### src/rtl/top.sv
// LED counter: a 24-bit prescaler divides clk by DIV and steps a 6-bit count
// that drives the LEDs. Define LED_ACTIVE_LOW_EN for active-low board LEDs.
module top #(
  parameter int unsigned DIV = 32'd13500000
) (
  input  logic       clk,
  input  logic       rst,
  output logic [5:0] led
);

  localparam int unsigned PRE_W = 24;
  localparam int unsigned CNT_W = 6;
  localparam logic [PRE_W-1:0] TERM = PRE_W'(DIV - 32'd1);

  logic [PRE_W-1:0] pre;
  logic [CNT_W-1:0] cnt;
  logic             tick;

  assign tick = (pre == TERM);

  // Reset wins over a coincident tick and discards any partial prescale.
  always_ff @(posedge clk) begin
    if (rst) begin
      pre <= '0;
      cnt <= '0;
    end else if (tick) begin
      pre <= '0;
      cnt <= cnt + CNT_W'(1);
    end else begin
      pre <= pre + PRE_W'(1);
    end
  end

`ifdef LED_ACTIVE_LOW_EN
  assign led = ~cnt;
`else
  assign led = cnt;
`endif

endmodule

### config.mk
export PLATFORM = sky130hd
export DESIGN_NAME = top
export DESIGN_NICKNAME = d
export VERILOG_FILES = /design/src/rtl/top.sv
export SDC_FILE = /design/constraint.sdc
export NUM_CORES = 1
export LEC_CHECK = 0
export ABC_CLOCK_PERIOD_IN_PS = 1800
export CAP_MARGIN = 5
export CELL_PAD_IN_SITES_DETAIL_PLACEMENT = 0
export CELL_PAD_IN_SITES_GLOBAL_PLACEMENT = 1
export CORE_MARGIN = 10
export CORE_UTILIZATION = 40
export DETAILED_ROUTE_END_ITERATION = 10
export PLACE_DENSITY = 0.74
export SYNTH_ARGS = -nofsm -noshare
export SYNTH_HDL_FRONTEND = slang
export SYNTH_SLANG_ARGS = --single-unit
export TNS_END_PERCENT = 50
### constraint.sdc
create_clock -name clk -period 1.8 [get_ports clk]
set_clock_uncertainty 0.1 [all_clocks]
set_input_delay 0.36 -clock clk [delete_from_list [all_inputs] [get_ports clk]]
set_output_delay 0.36 -clock clk [all_outputs]
set_load 0.02 [all_outputs]
### After elaboration in Yosys (flattened, before gate mapping)

Cells that the tools add are included.

* memory bits (writable): 0
* memories kept: 0
* bits in latches: 0
* output and inout bits: 6
* register bits: 30
* ROM bits: 0
* input port bits: 2

* bitwise operators: 0
* shift-type cells: 0
* add/sub/neg operators: 2
* divide/modulo/power cells: 0
* eq/ne operators: 1
* $lt $le $gt $ge: 0
* multipliers: 0
* muxes and demuxes: 0
* reductions and logical operators: 1

Operator list (count)
* adder 24 x 1 -> 24 bit, second input constant: 1
* equality test 24 bit, second input constant: 1
* adder 6 x 1 -> 6 bit, second input constant: 1
* OR reduction 2 bit: 1

### Longest topological paths before layout

* depth in word-level cells: 2
* mapped depth: 8
* mapped depth without buffers: 5

### Worst setup path before layout

OpenSTA, ideal clock, no wires.

* kind: flip-flop to flip-flop
* from: register pre[0]
* to: register cnt[2], in the netlist led[2]
* stages on the path, launching flop included: 8
* path slack: 3 ps
* setup time: 70 ps
* period minus slack after synthesis: 1797 ps
* data required time: 1630 ps
* arrival time: 1627 ps
* cells stage by stage: dfxtp_1 > ha_1 > and4_1 > buf_4 > nand4_4 > buf_6 > or4_1 > a21oi_1

* word-level cells in the longest chain between the ends: 1

RTL lines
* start: declaration: line 15 `logic [PRE_W-1:0] pre;`
* start signal: assignment: line 30 `pre <= pre + PRE_W'(1);`
* equality test 24 bit: line 19 `assign tick = (pre == TERM);`
* end signal: assignment: line 28 `cnt <= cnt + CNT_W'(1);`
* end: declaration: line 16 `logic [CNT_W-1:0] cnt;`

No other way between the ends.
A chain may end at the register's enable or synchronous reset.

### Worst setup path after layout

* from: register cnt[5], in the netlist led[5]
* to: output port led[5]

RTL lines
* end: declaration: line 8 `output logic [5:0] led`

No word-level cell between the ends.

==> metrics <==
# IOs 8; Max-Cap Viols 0; fin crit period 1760 ps; Mapped Nets between 150 and 200; Routed WL per cell ~13 microns; combinational group share of total power roughly 4.0%; die area 0.00640 sq mm; commonest non-fill, non-tap cells in the layout dfxtp_1, buf_4, a21oi_1; synthesized flop and latch total 30; sequential fraction of design power around 62%; Die Y-Extent roughly 80 microns; Initial Utilization roughly 42%; Mapped Area 0.00144 sq mm; CORE AREA 0.00342 sq mm; Clock Sinks 30; Slew Limit Fails 0; Critical Path AT approximately 1300 ps; CP peak stage delay just over 600 ps; WP buf/inv 1; Hold Fails Final Rpt 0; CP delay by family, top buffers and inverters; Mapped Cells 157; CP Capture Type output port; Psw between 0.0002 and 0.00025 W; FMAX ~570 MHz; worst hold path class flop to flop; leak pwr ~0.66 nW; yosys warns 0; Setup TNS Final 0 ps; dpl hpwl 2150 microns; clock power share about a third; sequential fraction of the synthesis area a little over two fifths; synth top area cells dfxtp_1, a21oi_1, xor2_1; data required time of the worst path 1340 ps; clk root buf clkbuf_4; drt total wl 3180 microns; period utilization approximately 98%; clock transition at the registers of the reported paths ~90 ps; routed vias/inst approximately 5.4; DRT antenna net count 0; ant diodes 0; row cnt 21; share of cells above drive strength 1 25.8%; Yosys cell types 28; total power draw 0.00109 W; Setup CP Type flop to output port; CP Launch Type flop; DRT Pass-1 Iters 4; synthesis-to-finish area growth 24.7%; Synth Area per Inst approximately 9.2 sq um; Slowest-stage cell, CP clkdlybuf4s50_1; gr usage total 10.6%; initial antenna violation count 0; routed vias ~1.3k; Pwr Density 604 mW/mm^2; Slew headroom 78.8%; Sw Ratio 22.7%; status finished, final reports clean; CTS tree built; area share of the largest cell type after synthesis 41.7%; total global routing overflow 0; DR iter-0 viols 70; setup violators final 0; crit path max fanout 3; Longest Clk Path Bufs 2; clk_lat worst skew 330 ps; nets@finish ~190; die span in x about 80 microns; Synth area leader dfxtp_1; Tightest Pin Transition 316 ps; vias in the first global route around 1.2k; TritonCTS buffer count 5; # hold bufs at CTS 0; I/O Buffers 7; H-tree levels 2; Int Pwr 0.000839 W; routability cong. 0.703; crit path cell chain clkdlybuf4s50_1; DRC viols 0; VDD IR max roughly 270 uV; largest net degree at the start of global routing 25; first-pass GRT wire length around 5400 microns; # fillers 339
-- final cells by class --
class | instances | area (sq um) | area share [%]
timing repair buffer | 34 | 279 | 15.5
clock buffer | 7 | 45.0 | 2.51
inverter | 3 | 11.3 | 0.626
multi-input combinational | 116 | 800 | 44.5
tap | 46 | 57.6 | 3.20
sequential | 30 | 606 | 33.7
-- power by group through the flow --
stage	Sequential (W)	Clock [W]	Combinational (W)
finish	0.000674	0.000368	0.0000434
global route	0.000675	0.000411	0.0000483
CTS	0.000674	0.000385	0.0000387
detailed placement	0.000689	0	0.0000386
global placement	0.000688	0	0.0000365
floorplan	0.000688	0	0.0000169
-- kinds of logic after synthesis --
kind of cell	synth area share, %
xor gates and xnor gates	7.29
and+or+nand+nor	31.2
buffers and inverters	5.03
adders and majority gates	1.74
AOI/OAI and AO/OA	13.1
DFF	41.7
-- Yosys cell counts --
library cell  count
dfxtp_1          30
a21oi_1          16
nor2_1           14
nand3_1           9
o31ai_1           9
or4_1             9
xor2_1            9
nand2_1           8
nand4_1           8
and4_1            6
o21ai_0           6
or3_1             6
buf_2             4
inv_1             3
xnor2_1           3
buf_4             2
buf_6             2
ha_1              2
nand4_4           2
and2_1            1
and3b_1           1
and4_4            1
buf_1             1
nand3_4           1
nor2b_1           1
nor4b_2           1
o21bai_2          1
or2_2             1
-- per-stage QoR --
stage / instances / hold slack (ps) / util (%) / setup WS, ps / instance area [sq um]
finish: 236 / 396 / 52.6 / 36.3 / 1800
global route: 236 / 405 / 52.6 / -14.8 / 1800
CTS: 232 / 396 / 51.0 / 4.30 / 1740
detailed placement: 223 / 378 / 49.3 / -52.4 / 1690
global placement: 223 / 361 / 49.3 / 15.1 / 1690
floorplan: 157 / 326 / - / 3.04 / 1440
-- flip-flops by register name, indices dropped and copies added, names as in the netlist --
register,cells
led,6
pre,24
-- routing by layer --
metal	global-route usage (%)	routed length [microns]	up-vias
met5	0	0	-
met4	4.58	71	0
met3	3.72	140	8
met2	18.3	1520	17
met1	11.3	1450	600
li1	-	-	652
-- final timing paths --
| check | start | to | slack (ps) | cells past startpoint |
|---|---|---|---|---|
| hold reg to reg | led[5]$_SDFFE_PP0N_ | led[5]$_SDFFE_PP0N_ | 400 | 2 |
| hold / removal | led[5]$_SDFFE_PP0N_ | led[5]$_SDFFE_PP0N_ | 400 | 2 |
| setup reg to reg | pre[5]$_SDFF_PP0_ | led[4]$_SDFFE_PP0N_ | 90 | 5 |
| setup / recovery | led[5]$_SDFFE_PP0N_ | led[5] | 40 | 1 |
-- what timing repair did --
action | 4_1_cts | 5_1_grt
resized for setup | 8 | 9
setup endpoints to repair | 14 | 13
setup buffers | 2 | 3
pin swaps | 0 | 4
cloned | 0 | 1
Note: power is estimated with default switching activity, not from simulation.
